File: config.mk
export PLATFORM = sky130hd
export DESIGN_NAME = mac_accum_ctrl_flat
export DESIGN_NICKNAME = d
export VERILOG_FILES = /design/src/rtl/mac_accum_ctrl_if.sv /design/src/rtl/mac_accum_ctrl.sv /design/src/flat_wrapper.sv
export SDC_FILE = /design/constraint.sdc
export NUM_CORES = 1
export LEC_CHECK = 0
export BUFFER_PORTS_ARGS = -buffer_cell sky130_fd_sc_hd__buf_2
export CELL_PAD_IN_SITES_DETAIL_PLACEMENT = 1
export CELL_PAD_IN_SITES_GLOBAL_PLACEMENT = 1
export CORE_MARGIN = 5
export CORE_UTILIZATION = 26
export CTS_CLUSTER_SIZE = 12
export DETAILED_ROUTE_END_ITERATION = 10
export PLACE_DENSITY_LB_ADDON = 0.15
export SLEW_MARGIN = 20
export SYNTH_ARGS = -nofsm -noshare
export SYNTH_HDL_FRONTEND = slang
export SYNTH_SLANG_ARGS = --single-unit
File: constraint.sdc
create_clock -name clk -period 2.1 [get_ports clk]
set_input_delay 0.21 -clock clk [delete_from_list [all_inputs] [get_ports clk]]
set_output_delay 0.21 -clock clk [all_outputs]
set_load 0.02 [all_outputs]
File: src/rtl/mac_accum_ctrl_if.sv
// Handshake and multiply-add side-channel bundle for mac_accum_ctrl.
// The slave modport is the controller's view; master is the driver/stage side.
interface mac_accum_ctrl_if #(
    parameter int CNT_W = 8
);
    logic             in_valid;
    logic             in_ready;
    logic             mode;
    logic [15:0]      value;
    logic [15:0]      weight;
    logic             last;
    logic             mac_mode;
    logic [15:0]      mac_value;
    logic [15:0]      mac_weight;
    logic [27:0]      mac_ints;
    logic [17:0]      mac_fps;
    logic [27:0]      mac_intr;
    logic [17:0]      mac_fpr;
    logic             out_valid;
    logic             out_ready;
    logic [27:0]      out_int;
    logic [17:0]      out_fp;
    logic             out_mode;
    logic [CNT_W-1:0] out_cnt;
    logic             out_ovf;

    modport slave (
        input  in_valid, mode, value, weight, last, mac_intr, mac_fpr, out_ready,
        output in_ready, mac_mode, mac_value, mac_weight, mac_ints, mac_fps,
               out_valid, out_int, out_fp, out_mode, out_cnt, out_ovf
    );

    modport master (
        output in_valid, mode, value, weight, last, mac_intr, mac_fpr, out_ready,
        input  in_ready, mac_mode, mac_value, mac_weight, mac_ints, mac_fps,
               out_valid, out_int, out_fp, out_mode, out_cnt, out_ovf
    );
endinterface

File: src/rtl/mac_accum_ctrl.sv
// Vector accumulate controller around an external multiply-add stage.
// Optional macro MAC_ACC_INT_SAT_EN: saturate int8 accumulation instead of wrapping.
module mac_accum_ctrl #(
    parameter int CNT_W = 8
) (
    input  logic             clk,
    input  logic             rst,
    mac_accum_ctrl_if.slave  bus
);
    typedef enum logic [1:0] {
        IDLE = 2'd0,
        ACC  = 2'd1,
        DONE = 2'd2
    } state_t;

    localparam logic [CNT_W-1:0] CNT_MAX = {CNT_W{1'b1}};

    state_t           r_state;
    logic [27:0]      r_acc_int;
    logic [17:0]      r_acc_fp;
    logic [CNT_W-1:0] r_cnt;
    logic             r_mode;
    logic             r_ovf;
    logic             r_out_valid;
    logic             r_in_ready;

    logic             w_beat;
    logic             w_mode;
    logic [CNT_W-1:0] w_cnt_nxt;
    logic [27:0]      w_acc_base;
    logic [27:0]      w_int_nxt;

`ifdef MAC_ACC_INT_SAT_EN
    // The stage's addend is recovered as result - accumulator to detect signed overflow.
    function automatic logic [27:0] sat_add(input logic [27:0] acc, input logic [27:0] res);
        logic [27:0] prod;
        prod = res - acc;
        if ((acc[27] == prod[27]) && (res[27] != acc[27])) begin
            sat_add = acc[27] ? 28'h8000000 : 28'h7FFFFFF;
        end else begin
            sat_add = res;
        end
    endfunction
`endif

    assign w_beat    = bus.in_valid & r_in_ready;
    assign w_mode    = (r_state == IDLE) ? bus.mode : r_mode;
    assign w_cnt_nxt = (r_state == IDLE) ? CNT_W'(1) : r_cnt + CNT_W'(1);

    // Accumulator view presented to the stage and the value captured on a beat.
    always_comb begin
        w_acc_base = (r_state == IDLE) ? 28'd0 : r_acc_int;
`ifdef MAC_ACC_INT_SAT_EN
        if (!w_mode) begin
            w_int_nxt = sat_add(w_acc_base, bus.mac_intr);
        end else begin
            w_int_nxt = bus.mac_intr;
        end
`else
        w_int_nxt = bus.mac_intr;
`endif
    end

    // Vector FSM with all state and outputs registered.
    always_ff @(posedge clk) begin
        if (rst) begin
            r_state     <= IDLE;
            r_acc_int   <= 28'd0;
            r_acc_fp    <= 18'd0;
            r_cnt       <= '0;
            r_mode      <= 1'b0;
            r_ovf       <= 1'b0;
            r_out_valid <= 1'b0;
            r_in_ready  <= 1'b1;
        end else begin
            case (r_state)
                IDLE, ACC: begin
                    if (w_beat) begin
                        if (r_state == IDLE) begin
                            r_mode <= bus.mode;
                        end
                        r_acc_int <= w_int_nxt;
                        r_acc_fp  <= bus.mac_fpr;
                        r_cnt     <= w_cnt_nxt;
                        if (bus.last || (w_cnt_nxt == CNT_MAX)) begin
                            r_state     <= DONE;
                            r_ovf       <= ~bus.last;
                            r_out_valid <= 1'b1;
                            r_in_ready  <= 1'b0;
                        end else begin
                            r_state <= ACC;
                        end
                    end
                end
                DONE: begin
                    if (bus.out_ready) begin
                        r_state     <= IDLE;
                        r_cnt       <= '0;
                        r_ovf       <= 1'b0;
                        r_out_valid <= 1'b0;
                        r_in_ready  <= 1'b1;
                    end
                end
                default: begin
                    r_state     <= IDLE;
                    r_cnt       <= '0;
                    r_ovf       <= 1'b0;
                    r_out_valid <= 1'b0;
                    r_in_ready  <= 1'b1;
                end
            endcase
        end
    end

    assign bus.in_ready   = r_in_ready;
    assign bus.mac_mode   = w_mode;
    assign bus.mac_value  = bus.value;
    assign bus.mac_weight = bus.weight;
    assign bus.mac_ints   = w_acc_base;
    assign bus.mac_fps    = (r_state == IDLE) ? 18'd0 : r_acc_fp;
    assign bus.out_valid  = r_out_valid;
    assign bus.out_int    = r_acc_int;
    assign bus.out_fp     = r_acc_fp;
    assign bus.out_mode   = r_mode;
    assign bus.out_cnt    = r_cnt;
    assign bus.out_ovf    = r_ovf;
endmodule

File: src/flat_wrapper.sv
// flat-port wrapper written by rule: the top's interface ports become plain ports
module mac_accum_ctrl_flat 
#(
    parameter int CNT_W = 8
)
  (clk, rst, bus_in_valid, bus_mode, bus_value, bus_weight, bus_last, bus_mac_intr, bus_mac_fpr, bus_out_ready, bus_in_ready, bus_mac_mode, bus_mac_value, bus_mac_weight, bus_mac_ints, bus_mac_fps, bus_out_valid, bus_out_int, bus_out_fp, bus_out_mode, bus_out_cnt, bus_out_ovf);
  mac_accum_ctrl_if #(.CNT_W(CNT_W)) bus_i ();
  input  logic clk;
  input  logic rst;
  input wire logic [$bits(bus_i.in_valid)-1:0] bus_in_valid;
  input wire logic [$bits(bus_i.mode)-1:0] bus_mode;
  input wire logic [$bits(bus_i.value)-1:0] bus_value;
  input wire logic [$bits(bus_i.weight)-1:0] bus_weight;
  input wire logic [$bits(bus_i.last)-1:0] bus_last;
  input wire logic [$bits(bus_i.mac_intr)-1:0] bus_mac_intr;
  input wire logic [$bits(bus_i.mac_fpr)-1:0] bus_mac_fpr;
  input wire logic [$bits(bus_i.out_ready)-1:0] bus_out_ready;
  output wire logic [$bits(bus_i.in_ready)-1:0] bus_in_ready;
  output wire logic [$bits(bus_i.mac_mode)-1:0] bus_mac_mode;
  output wire logic [$bits(bus_i.mac_value)-1:0] bus_mac_value;
  output wire logic [$bits(bus_i.mac_weight)-1:0] bus_mac_weight;
  output wire logic [$bits(bus_i.mac_ints)-1:0] bus_mac_ints;
  output wire logic [$bits(bus_i.mac_fps)-1:0] bus_mac_fps;
  output wire logic [$bits(bus_i.out_valid)-1:0] bus_out_valid;
  output wire logic [$bits(bus_i.out_int)-1:0] bus_out_int;
  output wire logic [$bits(bus_i.out_fp)-1:0] bus_out_fp;
  output wire logic [$bits(bus_i.out_mode)-1:0] bus_out_mode;
  output wire logic [$bits(bus_i.out_cnt)-1:0] bus_out_cnt;
  output wire logic [$bits(bus_i.out_ovf)-1:0] bus_out_ovf;
  assign bus_i.in_valid = bus_in_valid;
  assign bus_i.mode = bus_mode;
  assign bus_i.value = bus_value;
  assign bus_i.weight = bus_weight;
  assign bus_i.last = bus_last;
  assign bus_i.mac_intr = bus_mac_intr;
  assign bus_i.mac_fpr = bus_mac_fpr;
  assign bus_i.out_ready = bus_out_ready;
  assign bus_in_ready = bus_i.in_ready;
  assign bus_mac_mode = bus_i.mac_mode;
  assign bus_mac_value = bus_i.mac_value;
  assign bus_mac_weight = bus_i.mac_weight;
  assign bus_mac_ints = bus_i.mac_ints;
  assign bus_mac_fps = bus_i.mac_fps;
  assign bus_out_valid = bus_i.out_valid;
  assign bus_out_int = bus_i.out_int;
  assign bus_out_fp = bus_i.out_fp;
  assign bus_out_mode = bus_i.out_mode;
  assign bus_out_cnt = bus_i.out_cnt;
  assign bus_out_ovf = bus_i.out_ovf;
  mac_accum_ctrl #(.CNT_W(CNT_W)) u_core (.clk(clk), .rst(rst), .bus(bus_i));
endmodule
Word level (Yosys, flattened, before mapping)

Index checks and enable logic that the tools add are counted.

Add/sub/neg operators: 1
Eq/ne operators: 6
Mux-type cells: 22
Bitwise logic cells: 2
Reduce and logical (&&, ||, !) cells: 6

Operator list:

| operator                                                               | number |
|---|---|
| 28-bit 2-to-1 mux                                                      | 1 |
| 8-bit 2-to-1 mux                                                       | 3 |
| 18-bit 2-to-1 mux                                                      | 1 |
| 8-bit case mux with 2 select lines                                     | 1 |
| 1-bit 2-to-1 mux                                                       | 9 |
| 8-bit by 1-bit adder with 8-bit output (second input constant)         | 1 |
| 8-bit equality test (second input constant)                            | 1 |
| 2-bit 2-to-1 mux                                                       | 3 |
| 1-bit case mux with 2 select lines                                     | 3 |
| 2-bit by 1-bit != test with 1-bit output (second input constant)       | 2 |
| 2-bit case mux with 2 select lines                                     | 1 |
| 2-bit AND reduction                                                    | 2 |
| 3-bit AND reduction                                                    | 1 |
| 2-bit by 1-bit equality test with 1-bit output (second input constant) | 1 |
| 2-bit equality test (second input constant)                            | 1 |
| 2-bit logical NOT                                                      | 1 |
| 2-bit != test (second input constant)                                  | 1 |
| 2-bit OR reduction                                                     | 1 |
| 1-bit bitwise AND                                                      | 1 |
| 1-bit logical OR                                                       | 1 |
| 1-bit inverter                                                         | 1 |

Bits in registers: 60
Output and inout bits: 137

Depth between registers and ports, before layout

Depth after elaboration: 7
Gate-level depth with buffers: 6

Worst setup path before layout

No wires, ideal clock.

Kind: reg2reg
From: reg u_core.r_cnt[0] (netlist: u_core.bus.out_cnt[0])
To: reg u_core.r_in_ready (netlist: u_core.bus.in_ready)
Library setup time: 0.114 ns
Arrival time: 1.722 ns
Required time: 1.986 ns
Setup slack: 0.264 ns
Stages on the path, launching flop included: 7
Period minus slack after synthesis: 1.836 ns
Cells stage by stage: dfxtp_1 ha_1 nand3b_1 or4b_1 a21oi_2 o21ai_1 a21o_1

Longest elaborated chain between the ends: 6

Ends and longest elaborated chain:

| element                                            | line                  | text |
|---|---|---|
| from (decl)                                        | mac_accum_ctrl.sv:21  | `logic [CNT_W-1:0] r_cnt;` |
| from (signal assigned)                             | mac_accum_ctrl.sv:84  | `r_cnt <= w_cnt_nxt;` |
| 8-bit by 1-bit adder with 8-bit output             | mac_accum_ctrl.sv:48  | `assign w_cnt_nxt = (r_state == IDLE) ? CNT_W'(1) : r_cnt + CNT_W'(1);` |
| 8-bit 2-to-1 mux                                   | mac_accum_ctrl.sv:48  |  |
| 8-bit equality test                                | mac_accum_ctrl.sv:85  | `if (bus.last \|\| (w_cnt_nxt == CNT_MAX)) begin` |
| 1-bit logical OR                                   | mac_accum_ctrl.sv:85  |  |
| 2-bit by 1-bit != test with 1-bit output (no line) | --                    |  |
| 3-bit AND reduction (no line)                      | --                    |  |
| to (signal assigned)                               | mac_accum_ctrl.sv:89  | `r_in_ready <= 1'b0;` |
| to (signal assigned)                               | mac_accum_ctrl.sv:101 | `r_in_ready <= 1'b1;` |
| to (signal assigned)                               | mac_accum_ctrl.sv:109 | `r_in_ready <= 1'b1;` |
| to (decl)                                          | mac_accum_ctrl.sv:25  | `logic r_in_ready;` |

No other way between the ends.
A chain may end at the register's enable or synchronous reset.

Final worst setup path

From: reg u_core.r_state[1]
To: out bus_mac_mode

Longest elaborated chain between the ends: 2

Ends and longest elaborated chain:

| element                | line                 | text |
|---|---|---|
| from (decl)            | mac_accum_ctrl.sv:18 | `state_t r_state;` |
| from (signal assigned) | mac_accum_ctrl.sv:67 | `r_state <= IDLE;` |
| from (signal assigned) | mac_accum_ctrl.sv:86 | `r_state <= DONE;` |
| from (signal assigned) | mac_accum_ctrl.sv:91 | `r_state <= ACC;` |
| 2-bit logical NOT      | mac_accum_ctrl.sv:47 | `assign w_mode = (r_state == IDLE) ? bus.mode : r_mode;` |
| 1-bit 2-to-1 mux       | mac_accum_ctrl.sv:47 |  |
| to (decl)              | flat_wrapper.sv:19   | `output wire logic [$bits(bus_i.mac_mode)-1:0] bus_mac_mode;` |

No other way between the ends.

==> impl_metrics.json <==
{
  "dr.pass1.iters": 4,
  "ys_async_sr_fraction": 0,
  "cts-htree-levels": 3,
  "coreArea_um2": 10700,
  "cp_slowest_stage_delay_ns": 0.40,
  "slew_viol_final": 0,
  "worstPathCellList": "nor2_4 > buf_4 > mux2_2 > buf_2",
  "synth_top_area_cell": "dfxtp_1",
  "nets": 573,
  "synth-edff-count": 0,
  "start_util": 0.262,
  "antenna_cells": 0,
  "crit_buf_inv": 2,
  "portBuffers": 156,
  "final_cells": 633,
  "worst_hold_path_type": "primary input to register",
  "synth_area_leaders": "dfxtp_1 43%, nand2_1 13%, nor2b_1 11%",
  "startpoint_type": "register",
  "via_per_inst": 4.46,
  "post-route-util": 0.346,
  "area_delta_synth_final_pct": 31.8,
  "yosysUniqueCellTypes": 31,
  "wl_um": 9380,
  "die_w_um": 114,
  "drv_cap": 0,
  "grt_overflow_total": 0,
  "power_density_nw_per_um2": 767,
  "cp.required_ns": 1.89,
  "grt_pass1_wl_um": 14300,
  "outcome": "completed",
  "dp_cells": 617,
  "rows": 38,
  "hold_viol": 0,
  "finalWeightedCongestion": 0.798,
  "via_count": 2821,
  "tightest_slew_ns": 0.727,
  "worst_r2r_endpoint": "u_core.bus.in_ready",
  "wl_per_cell_um": 14.8,
  "syn_avg_cell_area_um2": 7.58,
  "cts.sink_count": 60,
  "fin_setup_tns_ns": 0,
  "ios": 221,
  "cts_resized": 0,
  "netlist_area_um2": 2810,
  "dieArea_um2": 13000,
  "synth_ff_type": "dfxtp_1",
  "chipHeight_um": 114,
  "peakVddDrop_mv": 0.232,
  "postRouteAntennaNets": 0,
  "p_leak_uw": 0.00176,
  "timing.final.crit_period_ns": 1.95,
  "slowest_stage": "dfxtp_1",
  "ff2ff_setup_slack_ns": 0.21,
  "synthCells": 370,
  "yosysTopAreaCellShare": 0.428,
  "rr_worst_depth": 6,
  "cts_hold_buf": 0,
  "relSlewSlack": 0.510,
  "place_hpwl_um": 6900,
  "antenna_found_initial": 0,
  "finalClockSkew_ns": 0.00507,
  "critPathMaxFanout": 28,
  "ctsRootBufferMaster": "clkbuf_8",
  "worst-path-stages": 4,
  "dpl_cell_area_um2": 3500,
  "synth.most_common_cell": "nand2_1",
  "clkLatencyLatePin_ns": 0.34,
  "yosys-top-cells-count": "99 x nand2_1, 60 x dfxtp_1, 55 x a21oi_1",
  "post-cts-setup-buffers": 0,
  "drive_gt1_frac": 0.365,
  "arrival_ns": 1.74,
  "drtIter0Drc": 90,
  "crit_path_end": "bus_mac_mode",
  "cts_tree": "built",
  "route.detailed.drc": 0,
  "worstSetupStartpoint": "u_core.r_state[1]",
  "end_kind": "primary output",
  "path_class": "register to primary output",
  "finalCritPeriodShare": 0.928,
  "synth_seq_cells": 60,
  "p_total_uw": 2840,
  "clkTransAtPathRegs_ns": 0.07,
  "syn-num-nets": 455,
  "grt_max_degree": 53,
  "design_area_um2": 3700,
  "clock_path_buffers": 2,
  "cp_top_family": "buffers and inverters",
  "fmax_mhz": 513,
  "setup_viol": 0,
  "seq_area_frac_synth": 0.428,
  "track_usage": 0.141,
  "grt_setup_unrepaired": "no",
  "cts_buffers": 9,
  "r2r_start": "u_core.bus.out_cnt[0]",
  "yosysWarnings": 0,
  "first_global_vias": 2782
}
layout make-up:
cell class | instances | area, um2
multi-input cells | 254 | 1280
fillers | 1357 | 7000
repair buffers | 162 | 838
flip-flops and latches | 60 | 1200
inverters | 1 | 3.75
clock buffers | 16 | 200
well taps | 140 | 175
cells in the final DEF, fill, tap and decap left out, types with 2 or more instances in the layout:
cell      Yosys  layout
or3_1         2       2
nor2b_1      48      48
and3_1        2       2
clkbuf_8      0      14
a311oi_1      2       2
buf_2         2     156
buf_4        32       5
nor2_1       12      11
o21ai_1       2       2
o21ai_0       6       6
dfxtp_1      60      60
a22oi_1       2       2
a21oi_1      55      55
clkbuf_1     21       2
nand2_1      99      99
nand3b_1      3       3
nand3_1       4       4
nand2b_1      3       3
per-stage QoR:
| step | hold slack (ns) | setup WS [ns] |
|---|---|---|
| 5_1_grt | 0.0868 | 0.0370 |
| 4_1_cts | 0.0812 | 0.120 |
| 6_report | 0.0999 | 0.152 |
| 3_5_place_dp | 0.420 | 0.217 |
| 3_3_place_gp | 0.420 | 0.262 |
| 2_1_floorplan | 0.346 | 0.264 |
worst reg2reg max path: stages (launching register included):
cell and delay (ns):
dfxtp_1 0.37, ha_1 0.33, nand3b_1 0.07, or4b_1 0.51, a21oi_2 0.19, o21ai_1 0.14
a21o_1 0.18
power breakdown:
part	total [uW]	leakage, uW	switching, uW	internal, uW
clock network	1040	0.000103	450	592
registers	1260	0.000492	53.2	1210
logic	535	0.00116	345	190
total	2840	0.00176	848	1990
how the worst min path moves through the flow:
stage	from	to	slack, ns	cells past startpoint
detailed placement	bus_value[15]	bus_mac_value[15]	0.42	0
global placement	bus_value[15]	bus_mac_value[15]	0.42	0
CTS	bus_mac_fpr[6]	u_core.bus.out_fp[6]	0.08	3
global route	bus_mac_intr[14]	u_core.bus.out_int[14]	0.09	3
floorplan	bus_mac_fpr[0]	u_core.bus.out_fp[0]	0.35	2
finish	bus_mac_fpr[6]	u_core.bus.out_fp[6]	0.1	3
state kept, by name, summed over array words and instances (netlist names):
name / cells
u_core.bus.out_fp: 18
u_core.bus.out_ovf: 1
u_core.bus.out_cnt: 8
u_core.bus.out_valid: 1
u_core.r_state: 2
u_core.bus.out_int: 28
u_core.bus.in_ready: 1
u_core.bus.out_mode: 1
logic make-up (layout without fill, tap and decap cells):
logic type,count (synthesis),in the layout,share of synthesized area
AO/OA/AOI/OAI,73,73,0.140
adder cells (fa/ha/maj),1,1,0.00446
buffers and inverters,56,179,0.119
flip-flops,60,60,0.428
multiplexers,2,2,0.00758
AND/OR/NAND/NOR,178,178,0.301
routing by layer:
metal | share of wire | wire length [um] | global-route usage | vias up
met4 | 0.031 | 295 | 0.0831 | 0
li1 | - | - | - | 1401
met1 | 0.39 | 3680 | 0.159 | 1301
met5 | 0 | 0 | 0 | -
met3 | 0.072 | 673 | 0.0318 | 28
met2 | 0.50 | 4730 | 0.241 | 91
Power figures use the tool's default switching activity.
